$ cat src/rtl/ps2_matrix_pkg.sv
// Shared constants, types and the Specialist keymap for the PS/2 matrix path.
package ps2_matrix_pkg;

  localparam logic [7:0] CODE_E0 = 8'hE0;
  localparam logic [7:0] CODE_F0 = 8'hF0;
  localparam logic [7:0] CODE_E1 = 8'hE1;
  localparam logic [7:0] CODE_AA = 8'hAA;
  localparam logic [7:0] CODE_00 = 8'h00;
  localparam logic [7:0] CODE_FF = 8'hFF;

  localparam logic [7:0] CODE_LSHIFT = 8'h12;
  localparam logic [7:0] CODE_RSHIFT = 8'h59;
  localparam logic [7:0] CODE_ALT    = 8'h11;
  localparam logic [7:0] CODE_CTRL   = 8'h14;
  localparam logic [7:0] CODE_DEL    = 8'h71;

  localparam int KM_ROW_W = 4;
  localparam int KM_COL_W = 3;

  localparam logic [1:0] FORCE_PASS = 2'b00;
  localparam logic [1:0] FORCE_OFF  = 2'b01;
  localparam logic [1:0] FORCE_ON   = 2'b10;

  typedef logic [2:0] state_t;
  localparam state_t ST_IDLE   = 3'd0;
  localparam state_t ST_EXT    = 3'd1;
  localparam state_t ST_BRK    = 3'd2;
  localparam state_t ST_EXTBRK = 3'd3;
  localparam state_t ST_PAUSE  = 3'd4;
  localparam state_t ST_LOOKUP = 3'd5;
  localparam state_t ST_UPDATE = 3'd6;

  typedef struct packed {
    logic                hit;
    logic [KM_ROW_W-1:0] row;
    logic [KM_COL_W-1:0] col;
    logic [1:0]          fmode;
  } keymap_t;

  function automatic keymap_t km_cell(input logic [KM_ROW_W-1:0] r,
                                      input logic [KM_COL_W-1:0] c,
                                      input logic [1:0] f);
    keymap_t e;
    e = '{hit: 1'b1, row: r, col: c, fmode: f};
    return e;
  endfunction

  // Letters move to the Cyrillic block when rus is set; some punctuation
  // lands on a different cell and forces НР depending on the PC shift state.
  function automatic keymap_t keymap_lookup(input logic rus, input logic shift,
                                            input logic ext, input logic [7:0] code);
    keymap_t e;
    e = '0;
    if (ext) begin
      case (code)
        8'h75:   e = km_cell(4'd9,  3'd0, FORCE_PASS);
        8'h72:   e = km_cell(4'd10, 3'd0, FORCE_PASS);
        8'h6B:   e = km_cell(4'd11, 3'd0, FORCE_PASS);
        8'h74:   e = km_cell(4'd11, 3'd1, FORCE_PASS);
        8'h5A:   e = km_cell(4'd5,  3'd4, FORCE_PASS);
        default: e = '0;
      endcase
    end else begin
      case (code)
        8'h76:   e = km_cell(4'd0, 3'd0, FORCE_PASS);
        8'h16:   e = km_cell(4'd0, 3'd1, FORCE_PASS);
        8'h1E:   e = km_cell(4'd0, 3'd2, FORCE_PASS);
        8'h26:   e = km_cell(4'd0, 3'd3, FORCE_PASS);
        8'h25:   e = km_cell(4'd0, 3'd4, FORCE_PASS);
        8'h2E:   e = km_cell(4'd0, 3'd5, FORCE_PASS);
        8'h36:   e = km_cell(4'd1, 3'd0, FORCE_PASS);
        8'h29:   e = km_cell(4'd5, 3'd0, FORCE_PASS);
        8'h5A:   e = km_cell(4'd5, 3'd5, FORCE_PASS);
        8'h66:   e = km_cell(4'd4, 3'd5, FORCE_PASS);
        8'h52:   e = shift ? km_cell(4'd0, 3'd2, FORCE_ON)  : km_cell(4'd1, 3'd4, FORCE_ON);
        8'h55:   e = shift ? km_cell(4'd1, 3'd3, FORCE_OFF) : km_cell(4'd1, 3'd5, FORCE_ON);
        8'h1C:   e = rus ? km_cell(4'd11, 3'd2, FORCE_PASS) : km_cell(4'd8, 3'd2, FORCE_PASS);
        8'h32:   e = rus ? km_cell(4'd11, 3'd3, FORCE_PASS) : km_cell(4'd8, 3'd3, FORCE_PASS);
        8'h21:   e = rus ? km_cell(4'd10, 3'd1, FORCE_PASS) : km_cell(4'd7, 3'd1, FORCE_PASS);
        8'h23:   e = rus ? km_cell(4'd11, 3'd4, FORCE_PASS) : km_cell(4'd8, 3'd4, FORCE_PASS);
        8'h24:   e = rus ? km_cell(4'd10, 3'd3, FORCE_PASS) : km_cell(4'd7, 3'd3, FORCE_PASS);
        8'h2B:   e = rus ? km_cell(4'd11, 3'd5, FORCE_PASS) : km_cell(4'd8, 3'd5, FORCE_PASS);
        default: e = '0;
      endcase
    end
    return e;
  endfunction

endpackage

$ cat src/rtl/ps2_keymap.sv
// Registered keymap lookup, one cycle from enable to result.
module ps2_keymap
  import ps2_matrix_pkg::*;
(
  input  logic       clk,
  input  logic       reset,
  input  logic       en,
  input  logic       rus,
  input  logic       shift,
  input  logic       ext,
  input  logic [7:0] code,
  output keymap_t    entry
);

  // Capture the lookup result for the byte being accepted.
  always_ff @(posedge clk) begin
    if (reset) begin
      entry <= '0;
    end else if (en) begin
      entry <= keymap_lookup(rus, shift, ext, code);
    end
  end

endmodule

$ cat src/rtl/ps2_matrix_mapper.sv
// PS/2 scancode to Specialist keyboard matrix mapper with a held-key table.
//
// state  | meaning
// IDLE   | waiting for a new sequence
// EXT    | E0 seen
// BRK    | F0 seen
// EXTBRK | E0 F0 seen
// PAUSE  | swallowing the rest of an E1 sequence
// LOOKUP | keymap result valid; table written on exit
// UPDATE | table holds the new state; matrix registered on exit
module ps2_matrix_mapper
  import ps2_matrix_pkg::*;
#(
  parameter int ROWS       = 12,
  parameter int COLS       = 6,
  parameter int HOLD_DEPTH = 8
) (
  input  logic                 clk,
  input  logic                 reset,
  input  logic                 code_valid,
  input  logic [7:0]           code_data,
  output logic                 code_ready,
  output logic [ROWS*COLS-1:0] matrix_n,
  output logic                 shift_out,
  output logic                 reset_req,
  output logic                 rus,
  output logic                 overflow
);

  localparam int CELLS = ROWS * COLS;
  localparam int IDX_W = (HOLD_DEPTH > 1) ? $clog2(HOLD_DEPTH) : 1;

  typedef struct packed {
    logic                valid;
    logic                ext;
    logic [7:0]          code;
    logic [KM_ROW_W-1:0] row;
    logic [KM_COL_W-1:0] col;
    logic [1:0]          fmode;
  } hold_t;

  state_t     state;
  logic [2:0] pause_cnt;
  logic       cur_ext, cur_brk, cur_skip;
  logic [7:0] cur_code;
  logic       shift_l, shift_r, alt_l, alt_r, ctrl_l, ctrl_r, del_held;
  logic       force_on_q, force_off_q;
  hold_t      table_q [HOLD_DEPTH];
  keymap_t    km_q;

  logic accept, in_ext, in_brk, resync_byte, final_byte;
  logic is_shift, is_fake, is_alt, is_ctrl, is_del;
  logic shift_flag, alt_flag, ctrl_flag;
  logic [HOLD_DEPTH-1:0] match;
  logic match_any, free_any, any_on, any_off;
  logic [IDX_W-1:0] free_idx;
  logic [CELLS-1:0] cell_set;

  assign code_ready  = (state != ST_LOOKUP) && (state != ST_UPDATE);
  assign accept      = code_valid && code_ready;
  assign in_ext      = (state == ST_EXT) || (state == ST_EXTBRK);
  assign in_brk      = (state == ST_BRK) || (state == ST_EXTBRK);
  assign resync_byte = accept && (state == ST_IDLE) &&
                       (code_data inside {CODE_AA, CODE_00, CODE_FF});

  assign is_shift = !in_ext && (code_data inside {CODE_LSHIFT, CODE_RSHIFT});
  assign is_fake  =  in_ext && (code_data inside {CODE_LSHIFT, CODE_RSHIFT});
  assign is_alt   = (code_data == CODE_ALT);
  assign is_ctrl  = (code_data == CODE_CTRL);
  assign is_del   = in_ext && (code_data == CODE_DEL);

  assign shift_flag = shift_l | shift_r;
  assign alt_flag   = alt_l | alt_r;
  assign ctrl_flag  = ctrl_l | ctrl_r;

  assign reset_req = ctrl_flag & alt_flag & del_held;
  assign shift_out = force_on_q | (!force_off_q & shift_flag);

  // A final byte is the one that completes a make or break sequence.
  always_comb begin
    final_byte = 1'b0;
    if (accept) begin
      case (state)
        ST_IDLE:           final_byte = !(code_data inside {CODE_E0, CODE_F0, CODE_E1}) && !resync_byte;
        ST_EXT:            final_byte = (code_data != CODE_F0);
        ST_BRK, ST_EXTBRK: final_byte = 1'b1;
        default:           final_byte = 1'b0;
      endcase
    end
  end

  ps2_keymap u_keymap (
    .clk   (clk),
    .reset (reset),
    .en    (final_byte),
    .rus   (rus),
    .shift (shift_flag),
    .ext   (in_ext),
    .code  (code_data),
    .entry (km_q)
  );

  // Prefix FSM, pause byte counter and capture of the completed sequence.
  always_ff @(posedge clk) begin
    if (reset) begin
      state     <= ST_IDLE;
      pause_cnt <= '0;
      cur_ext   <= 1'b0;
      cur_brk   <= 1'b0;
      cur_skip  <= 1'b0;
      cur_code  <= '0;
    end else begin
      if (final_byte) begin
        cur_ext  <= in_ext;
        cur_brk  <= in_brk;
        cur_skip <= is_shift | is_fake | is_alt | is_ctrl;
        cur_code <= code_data;
      end
      case (state)
        ST_IDLE: if (accept) begin
          if (code_data == CODE_E0)      state <= ST_EXT;
          else if (code_data == CODE_F0) state <= ST_BRK;
          else if (code_data == CODE_E1) begin
            state     <= ST_PAUSE;
            pause_cnt <= 3'd6;
          end else if (!resync_byte)     state <= ST_LOOKUP;
        end
        ST_EXT:            if (accept) state <= (code_data == CODE_F0) ? ST_EXTBRK : ST_LOOKUP;
        ST_BRK, ST_EXTBRK: if (accept) state <= ST_LOOKUP;
        ST_PAUSE: if (accept) begin
          if (pause_cnt == 3'd0) state <= ST_IDLE;
          else                   pause_cnt <= pause_cnt - 3'd1;
        end
        ST_LOOKUP: state <= ST_UPDATE;
        ST_UPDATE: state <= ST_IDLE;
        default:   state <= ST_IDLE;
      endcase
    end
  end

  // Modifier flags and layout toggle follow the byte directly, not the table.
  always_ff @(posedge clk) begin
    if (reset) begin
      {shift_l, shift_r, alt_l, alt_r, ctrl_l, ctrl_r, del_held} <= '0;
      rus <= 1'b0;
    end else if (resync_byte) begin
      {shift_l, shift_r, alt_l, alt_r, ctrl_l, ctrl_r, del_held} <= '0;
    end else if (final_byte) begin
      if (is_shift) begin
        if (code_data == CODE_LSHIFT) shift_l <= !in_brk;
        else                          shift_r <= !in_brk;
        if (in_brk && alt_flag) rus <= !rus;
      end
      if (is_alt) begin
        if (in_ext) alt_r <= !in_brk;
        else        alt_l <= !in_brk;
        if (in_brk && shift_flag) rus <= !rus;
      end
      if (is_ctrl) begin
        if (in_ext) ctrl_r <= !in_brk;
        else        ctrl_l <= !in_brk;
      end
      if (is_del) del_held <= !in_brk;
    end
  end

  // Find the entry matching the captured key and the lowest free slot.
  always_comb begin
    match     = '0;
    match_any = 1'b0;
    free_any  = 1'b0;
    free_idx  = '0;
    for (int i = HOLD_DEPTH - 1; i >= 0; i--) begin
      if (table_q[i].valid && (table_q[i].ext == cur_ext) && (table_q[i].code == cur_code)) begin
        match[i]  = 1'b1;
        match_any = 1'b1;
      end
      if (!table_q[i].valid) begin
        free_any = 1'b1;
        free_idx = IDX_W'(i);
      end
    end
  end

  // Hold table: the cell a key set is remembered so its release clears that same cell.
  always_ff @(posedge clk) begin
    if (reset) begin
      for (int i = 0; i < HOLD_DEPTH; i++) table_q[i] <= '0;
      overflow <= 1'b0;
    end else if (resync_byte) begin
      for (int i = 0; i < HOLD_DEPTH; i++) table_q[i].valid <= 1'b0;
      overflow <= 1'b0;
    end else if ((state == ST_LOOKUP) && !cur_skip) begin
      if (cur_brk) begin
        for (int i = 0; i < HOLD_DEPTH; i++) begin
          if (match[i]) table_q[i].valid <= 1'b0;
        end
      end else if (km_q.hit && !match_any) begin
        if (!free_any) overflow <= 1'b1;
        else table_q[free_idx] <= '{valid: 1'b1, ext: cur_ext, code: cur_code,
                                    row: km_q.row, col: km_q.col, fmode: km_q.fmode};
      end
    end
  end

  // OR-reduce held entries onto matrix cells and collect shift overrides.
  always_comb begin
    cell_set = '0;
    any_on   = 1'b0;
    any_off  = 1'b0;
    for (int i = 0; i < HOLD_DEPTH; i++) begin
      if (table_q[i].valid && (table_q[i].fmode == FORCE_ON))  any_on  = 1'b1;
      if (table_q[i].valid && (table_q[i].fmode == FORCE_OFF)) any_off = 1'b1;
    end
    for (int c = 0; c < CELLS; c++) begin
      for (int i = 0; i < HOLD_DEPTH; i++) begin
        if (table_q[i].valid && (int'(table_q[i].row) == c / COLS) &&
            (int'(table_q[i].col) == c % COLS)) cell_set[c] = 1'b1;
      end
    end
  end

  // Register the matrix and shift overrides one cycle after the table changes.
  always_ff @(posedge clk) begin
    if (reset) begin
      matrix_n    <= '1;
      force_on_q  <= 1'b0;
      force_off_q <= 1'b0;
    end else begin
      matrix_n    <= ~cell_set;
      force_on_q  <= any_on;
      force_off_q <= any_off;
    end
  end

endmodule

$ cat config.mk
export PLATFORM = sky130hd
export DESIGN_NAME = ps2_matrix_mapper
export DESIGN_NICKNAME = d
export VERILOG_FILES = /design/src/rtl/ps2_matrix_pkg.sv /design/src/rtl/ps2_keymap.sv /design/src/rtl/ps2_matrix_mapper.sv
export SDC_FILE = /design/constraint.sdc
export NUM_CORES = 1
export LEC_CHECK = 0
export BUFFER_PORTS_ARGS = -buffer_cell sky130_fd_sc_hd__buf_2
export CAP_MARGIN = 15
export CORE_MARGIN = 8
export CORE_UTILIZATION = 44
export DETAILED_ROUTE_END_ITERATION = 6
export PLACE_DENSITY = 0.62
export SYNTH_ARGS = -nofsm -noshare
export SYNTH_HDL_FRONTEND = slang
export SYNTH_SLANG_ARGS = --single-unit
export TNS_END_PERCENT = 100
$ cat constraint.sdc
create_clock -name clk -period 3.65 [get_ports clk]
set_clock_uncertainty 0.05 [all_clocks]
set_input_delay 0.365 -clock clk [delete_from_list [all_inputs] [get_ports clk]]
set_output_delay 0.365 -clock clk [all_outputs]
set_load 0.01 [all_outputs]
Word level (Yosys, flattened, before mapping)
Memory sizes are Yosys's and may differ from the RTL's.
Index checks and enable logic that the tools add are counted.
- flip-flop bits (word level): 110
- RAM bits: 152
- input port bits: 11
- output and inout port bits: 77
- logic and storage cells: 1766
- memories kept: 1
- memories (memory ; words ; bits a word ; read ports ; clocked after Yosys merged registers in ; wr ports ; RTL line ; RTL):
    table_q ; 8 ; 19 ; 8 ; 0 ; 8 ; ps2_matrix_mapper.sv:48 ; hold_t table_q [HOLD_DEPTH];
- add/sub/neg operators: 1
- equal/unequal tests: 210
- multiplexer cells: 737
- bitwise logic cells: 32
- reductions and logical operators: 763
- operators by type and width (kind ; count):
    $logic_and 1x1->1 ; 716
    $mux 1 ; 696
    $eq 4x4->1 const B ; 64
    $pmux 10 s18 ; 1
    $eq 3x3->1 const B ; 34
    $eq 8x7->1 const B ; 11
    $eq 8x6->1 const B ; 10
    $mux 3 ; 25
    $not 72->72 ; 1
    $eq 4x3->1 const B ; 16
    $eq 8x8->1 ; 8
    $pmux 10 s5 ; 1
    $eq 8x5->1 const B ; 6
    $eq 8x8->1 const B ; 5
    $eq 4x2->1 const B ; 8
    $logic_not 4->1 ; 8
    $eq 3x2->1 const B ; 10
    $logic_not 3->1 ; 10
    $mux 7 ; 4
    $or 1x1->1 ; 23
    $mux 19 ; 1
    $reduce_or 19->1 ; 1
    $mux 9 ; 2
    $reduce_and 3->1 ; 6
    other kinds (29) ; 76

Longest topological paths before layout
Gate-level depths: netlist of run 1.
An unclocked memory read counts as a cell.
- depth after elaboration: 22
- mapped depth: 11
- mapped depth without buffers: 8

Hierarchy
A second synthesis of run 1 with hierarchy kept.
- cell total of the unflattened synthesis: 1638
- area total of the unflattened synthesis: 15539.9 um^2
- modules (own cells, without submodules) (module ; instances ; cells an instance ; area an instance (um^2) ; seq. area each (um^2)):
    ps2_matrix_mapper ; 1 ; 1513 ; 14540.2 ; 6486.2
    ps2_keymap ; 1 ; 125 ; 999.7 ; 200.2

Worst setup path after synthesis of run 1
No wires, ideal clock.
- kind: input to register
- start: input port code_data[1]
- end: memory table_q[2][0] (netlist name) (enable)
- setup time: 0.418 ns
- data arrival time: 3.010 ns
- data required time: 3.182 ns
- setup slack: 0.172 ns
- stages: 8
- buffers on the path: 2
- cell sequence: buf_2 and4_1 and3_1 a221o_1 buf_4 nor2_4 nand3_1 o21ai_0
- RTL lines (element ; RTL line ; RTL):
    start, declared ; ps2_matrix_mapper.sv:21 ; input logic [7:0] code_data,
    end, declared ; ps2_matrix_mapper.sv:48 ;

==> results of run 1 <==
-- kinds of logic after synthesis --
kind of cell | Yosys count
fa+ha+maj | 2
simple gates | 620
buf+inv | 201
xor+xnor | 75
mux | 1
compound gates | 482
flops | 262
-- critical path, cell delays in order (launching register included) --
cell,delay [ns]
dfxtp_1,0.72
buf_4,0.25
xnor2_1,0.13
nand4_1,0.10
nor3_1,0.60
nor4_4,0.18
and4_1,0.25
or2_2,0.47
-- worst min-delay path by stage --
stage / endpoint
2_1_floorplan: ctrl_r
3_3_place_gp: ctrl_r
3_5_place_dp: ctrl_r
4_1_cts: cur_brk
5_1_grt: pause_cnt[0]
6_report: cur_brk
-- per-stage QoR --
stage               instance area [sq um]  setup WS, ns  utilization (%)  hold slack [ns]
floorplan                           15300         0.172                -            0.387
global placement                    16300         0.646             47.4            0.409
detailed placement                  16300         0.614             47.4            0.410
CTS                                 17300         0.612             50.3           0.0375
global route                        17300         0.346             50.4           0.0675
finish                              17300         0.577             50.4           0.0504
-- cells in the final DEF, fill, tap and decap left out, types with 4 or more instances in the layout --
cell type  netlist  layout
buf_4            7      83
o31ai_1          4       4
or2_2            4       4
clkbuf_1        92       7
nor3_1          58      58
a31oi_1          9       9
nor2_1         145     145
nand2_1        105     105
nor3b_1         25      25
or4_1            8       8
o22ai_1         34      34
o21ai_1          2       8
a41o_1          69      69
a21oi_1         34      34
nand2b_1        30      30
xor2_1          18      18
a211oi_1         4       4
and3_1          21      21
a22oi_1        266     266
nor2b_1         12      12
nand4_1         22      22
clkbuf_8         0       6
inv_1           65      65
clkbuf_16        0      30
buf_2           16      87
dfxtp_1        118     118
and2_1          58      58
nor4b_2          2       4
o21ai_0         20      14
nor4_1          27      26
xnor2_1         57      57
nand3b_1        15      15
nand3_1         41      41
nand3_2          4       4
and3b_1         19      19
edfxtp_1       144     144
o41ai_1         11      11
-- layer usage --
layer  track usage (%)  vias to the layer above  wire [microns]
met4              14.2                        0            3900
met2              44.9                     1068           26800
met5             0.984                        -               0
met3              8.46                      293            7270
li1                  -                     6416               -
met1              37.3                     7108           24600
-- power breakdown --
part	internal [mW]	switching, mW
clock	1.85	1.22
sequential	3.20	0.174
combinational	0.256	0.529
-- layout make-up --
| cell class | instances | area (sq um) |
|---|---|---|
| Sequential cell | 262 | 6690 |
| Antenna cell | 1 | 2.50 |
| Clock inverter | 9 | 136 |
| Clock buffer | 44 | 867 |
| Timing Repair Buffer | 171 | 1070 |
| Fill cell | 3266 | 17100 |
| Multi-Input combinational cell | 1180 | 7740 |
| Tap cell | 455 | 569 |
| Inverter | 65 | 244 |
-- registers in the layout (all words and copies together), names as in the netlist, 3 cells and up --
| signal | count |
|---|---|
| table_q | 152 |
| matrix_n | 72 |
| u_keymap.entry | 10 |
| cur_code | 8 |
| pause_cnt | 3 |
| state | 3 |
==> summary.md, run 1 <==
| Metric | Value |
|---|---|
| Root Buffer | `clkbuf_16` |
| Final setup viols | `0` |
| Worst vdd ir | `326 uV` |
| Clock Sink Count | `262` |
| Adder-cell area share of the yosys netlist | `0.163%` |
| Slew Viols, Final | `0` |
| Largest net degree at the start of global routing | `70` |
| Syn nets | `1656` |
| Final ANT Viol Nets | `0` |
| Clk buf depth | `3` |
| Hold path start | `reset` |
| Synth Area per Inst | `9.32 sq um` |
| Post-synth top area share | `28.2%` |
| Final Total Pwr | `slightly above 7 mW` |
| DRT iter0 DRCs | `roughly 2200` |
| Core footprint | `34400 sq um` |
| R2R depth | `7` |
| Post-synth top cells | `266 x a22oi_1, 145 x nor2_1, 144 x edfxtp_1` |
| Fin cells | `around 2200` |
| Final-report hold violation count | `0` |
| Worst EP required | `3.88 ns` |
| Hold depth | `2` |
| Fin crit period | `~3 ns` |
| R2r setup slk | `0.58 ns` |
| Area of the die | `41000 sq um` |
| Worst-path clk slew | `0.06 ns` |
| Synth Area in Simple Gates | `22.0%` |
| GR Util All Layers | `~30%` |
| Post-CTS Hold Buffers | `0` |
| RSZ-0062 raised after global routing | `no` |
| Cells after synthesis | `1643` |
| XOR/XNOR share of the synthesized area | `under 10%` |
| Max-Cap Viols | `0` |
| # IOs | `88` |
| Hold Crit Class | `in2reg` |
| Congestion Overflow GR | `0` |
| Worst-Skew Late Latency | `0.59 ns` |
| CP endpoint | `table_q[0][8]` |
| Total wire length | `62600 microns` |
| Max-slew headroom | `14.0%` |
| DP Wirelength | `42900 microns` |
| FF-to-FF End | `table_q[0][8]` |
| Setup TNS | `0 ns` |
| Die X | `between 200 and 250 microns` |
| Final net count | `1722` |
| Crit Path Max Fanout | `18` |
| Synth area leaders | `edfxtp_1 28%, dfxtp_1 15%, a22oi_1 13%, a41o_1 4.5%, nor2_1 3.6%` |
| Final Cycle Share | `84.2%` |
| Number of synthesized register bits | `262` |
| Initial antenna violation count | `0` |
| Initial Util | `44.5%` |
| # DRC | `13` |
| TritonCTS clock tree | `yes` |
| Gpl congestion | `approximately 1.0` |
| CP Launch Type | `flop` |
| Power density over cell area | `417 nW/um^2` |
| Layout cells sized above 1 | `13.9%` |
| Routed WL per cell | `28.6 microns` |
| Critical Path Sink Type | `flop` |
| Ys Warns | `0` |
| Netlist cell types | `between 70 and 80` |
| Die height | `203 microns` |
| Port Buffer Count | `87` |
| Reg-to-Reg Start | `cur_code[7]` |
| Register area share after synthesis | `43.7%` |
| Postcts setup bufs | `0` |
| Post-synth EDFFs | `144` |
| Top FF cell, synth | `edfxtp_1` |
| Number of global-route vias before repair | `14340` |
| Worst slew pin tran | `~1.3 ns` |
| Inst Count DP | `2131` |
| Fraction of registers with async set/reset | `0%` |
| CTS buffer count | `29` |
| Compound-cell area share of the yosys netlist | `23.9%` |
| Area leader, netlist | `edfxtp_1` |
| Crit path DAT | `roughly 3.3 ns` |
| CP Launch Point | `cur_code[7]` |
| H-tree Lvls | `1` |
| CTS resizes | `0` |
| Drt pass-1 iters | `7` |
| Most frequent cell after synthesis | `a22oi_1` |
| Drt via density | `roughly 7` |
| Main combinational cell family by area after synthesis | `compound AO/OA/AOI/OAI gates` |
| Area added between synthesis and finish | `13.1%` |
| Status | `complete, but fails checks` |
| # rows | `68` |
| P_leak | `5.34 nW` |
| Mux share of post-synthesis cell area | `less than 1%` |
| Vias | `approximately 15000` |
| Highest clock rate | `0.325 GHz` |
| Failing checks | `design-rule violations` |
| Syn Std Cell Area | `15300 sq um` |
| First-pass GRT wire length | `92300 microns` |
| Worst setup path class | `reg2reg` |
Note: power is estimated with default switching activity, not from simulation.
==> inputs of run 2 (changes only) <==
--- a/config.mk
+++ b/config.mk
@@ -10,7 +10,7 @@
 export CORE_MARGIN = 8
 export CORE_UTILIZATION = 44
 export DETAILED_ROUTE_END_ITERATION = 6
-export PLACE_DENSITY = 0.62
+export PLACE_DENSITY = 0.6
 export SYNTH_ARGS = -nofsm -noshare
 export SYNTH_HDL_FRONTEND = slang
 export SYNTH_SLANG_ARGS = --single-unit
==> constraint.sdc (replaced) <==
create_clock -name clk -period 3.11 [get_ports clk]
set_clock_uncertainty 0.05 [all_clocks]
set_input_delay 0.311 -clock clk [delete_from_list [all_inputs] [get_ports clk]]
set_output_delay 0.311 -clock clk [all_outputs]
set_load 0.01 [all_outputs]
==> run 2 against run 1 <==
Net effect:
- the flow still finishes with violations (design-rule violations)
- non-clock buffer count up 44
- worst hold slack better by 0.075 ns
- register-to-register slack lost 0.45 ns
- sequential power increased by 15%
- clock-buffer cell count fell by 2
- setup slack worse by 0.45 ns
- fmax is 3.1% higher
- sequential share of layout area fell by 0.55 points
- largest power group unchanged
==> summary.md, run 2 (same netlist as run 1, synthesis figures left out) <==
| Metric | Value |
|---|---|
| CTS buffer count | `29` |
| Clk buf depth | `3` |
| Final setup viols | `0` |
| RSZ-0062 raised after global routing | `no` |
| Critical path buffers and inverters | `3` |
| Initial Util | `around 45%` |
| Reg with most FFs | `table_q` |
| Max FFs per register | `152` |
| Clock Sink Count | `262` |
| Worst-Skew Late Latency | `between 0.5 and 0.6 ns` |
| Total wire length | `63100 microns` |
| Final Total Pwr | `8.20 mW` |
| Final-report hold violation count | `0` |
| Final ANT Viol Nets | `0` |
| Root Buffer | `clkbuf_16` |
| Slew Viols, Final | `0` |
| CP Launch Type | `flop` |
| Dpl ws | `approximately 0.062 ns` |
| Max incr delay on CP | `around 0.44 ns` |
| Commonest non-fill, non-tap cell in the layout | `a22oi_1` |
| Gpl congestion | `~1` |
| # rows | `68` |
| Drt pass-1 iters | `7` |
| Post-CTS Hold Buffers | `0` |
| Worst hold margin | `0.126 ns` |
| R2r setup slk | `between 0.1 and 0.15 ns` |
| TritonCTS clock tree | `yes` |
| Vias | `15146` |
| Biggest regs | `table_q x152, matrix_n x72, u_keymap.entry x10` |
| Area of the die | `41000 sq um` |
| Largest net degree at the start of global routing | `between 70 and 80` |
| Congestion Overflow GR | `0` |
| # DRC | `3` |
| Worst hold endpoint | `pause_cnt[1]` |
| Most frequent cells in the layout | `266 x a22oi_1, 145 x nor2_1, 144 x edfxtp_1` |
| CP dominant cell by count | `buf_4` |
| Final net count | `1766` |
| Port Buffer Count | `just under 90` |
| Die X | `203 microns` |
| Met2 Resource Use GR | `44.4%` |
| Crit-path cells | `buf_4, xor2_1, nor4_1, nand4_1, and3b_1, buf_4, nand3_1, o21ai_1, buf_12` |
| R2R depth | `9` |
| Post-route worst setup slack | `0.129 ns` |
| Number of global-route vias before repair | `14542` |
| Layout cells sized above 1 | `15.9%` |
| Drt via density | `about 6.8` |
| Fin crit period | `2.98 ns` |
| Max-slew headroom | `between 20% and 30%` |
| Failing checks | `design-rule violations` |
| Worst vdd ir | `around 540 uV` |
| Final Cycle Share | `95.8%` |
| Die height | `203 microns` |
| Worst EP required | `3.38 ns` |
| Routed WL per cell | `28.3 microns` |
| Crit Path Max Fanout | `18` |
| CP delay by family, top | `simple AND/OR/NAND/NOR gates` |
| # IOs | `88` |
| Reg-to-Reg Start | `cur_code[6]` |
| Hold depth | `3` |
| Worst slew pin tran | `1.11 ns` |
| Power density over cell area | `467 nW/um^2` |
| First-pass GRT wire length | `slightly above 90000 microns` |
| GR Util met3 | `8.75%` |
| FF-to-FF End | `table_q[6][12]` |
| DRT iter0 DRCs | `2391` |
| P_leak | `between 5 and 6 nW` |
| Area added between synthesis and finish | `14.7%` |
| Core footprint | `~34000 sq um` |
| Hold Crit Class | `in2reg` |
| Worst setup path class | `reg2reg` |
| GR Util All Layers | `29.4%` |
| Initial antenna violation count | `0` |
| Critical Path Sink Type | `flop` |
| Crit path DAT | `roughly 3.3 ns` |
| DP Wirelength | `43600 microns` |
| Gr busiest metal | `met2` |
| N_diodes | `0` |
| Highest clock rate | `0.335 GHz` |
| CP max-delay cell | `nor4_1` |
| Worst-path clk slew | `0.06 ns` |
| Hold path start | `code_valid` |
| Status | `complete, but fails checks` |
| H-tree Lvls | `1` |
| Max-Cap Viols | `0` |
| Met1 Usage GRT | `38.3%` |
run 2: cell count changes in the layout (fill, tap and decap cells not counted), moves of 2 or more:
cell | before | now
buf_4 | 83 | 127
clkinv_2 | 2 | 5
buf_12 | 0 | 2
bufinv_16 | 3 | 1
clkbuf_1 | 7 | 9
clkbuf_4 | 2 | 0
clkbuf_8 | 6 | 4
clkinvlp_4 | 0 | 2
run 2: tightest hold or removal path, stage by stage:
cell and delay (ns):
buf_2 0.14, nand3_1 0.14, a211oi_1 0.09
run 2: what timing repair did:
action                                  in CTS  in global routing
resized for setup                            0                  1
endpoints found under the setup margin       0                 72
setup buffers                                0                  0
run 2: how the worst max path moves through the flow:
stage                      startpoint             end  slack (ns)  cells past startpoint
after floorplan           cur_code[4]   table_q[7][0]       -0.32                      9
after global placement    cur_code[6]   table_q[6][9]        0.07                      9
after detailed placement  cur_code[6]  table_q[6][15]        0.06                      9
after CTS                 cur_code[6]  table_q[6][12]        0.05                      9
after global routing      cur_code[6]  table_q[6][11]        0.04                      9
final                     cur_code[6]  table_q[6][12]        0.13                      9
run 2: cell type report:
type | instances | area (sq um)
inverter | 65 | 244
clock inverter | 11 | 91.3
sequential | 262 | 6690
fill | 3229 | 16800
timing repair buffer | 215 | 1420
clock buffer | 42 | 815
multi-input combinational | 1180 | 7740
tap | 455 | 569
run 2: report_power, final:
| group | leakage, nW | total, mW | internal [mW] | switching [mW] |
|---|---|---|---|---|
| logic | 2.66 | 1.05 | 0.342 | 0.708 |
| clock network | 0.441 | 3.27 | 1.89 | 1.38 |
| registers | 2.42 | 3.88 | 3.75 | 0.131 |
| total | 5.52 | 8.20 | 5.99 | 2.22 |
run 2: metrics by stage:
stage	utilization [%]	area [sq um]	setup TNS [ns]	instances
4_1_cts	51.1	17600	0	2230
3_3_place_gp	48.4	16700	0	2177
2_1_floorplan	-	15300	-23.05	1643
6_report	51.1	17600	0	2230
3_5_place_dp	48.4	16700	0	2177
5_1_grt	51.1	17600	0	2230
run 2: routing by layer:
metal,wire length [microns],vias to the layer above
li1,-,6495
met1,25100,7249
met2,26800,1106
met3,7800,296
met4,3460,0
met5,0,-
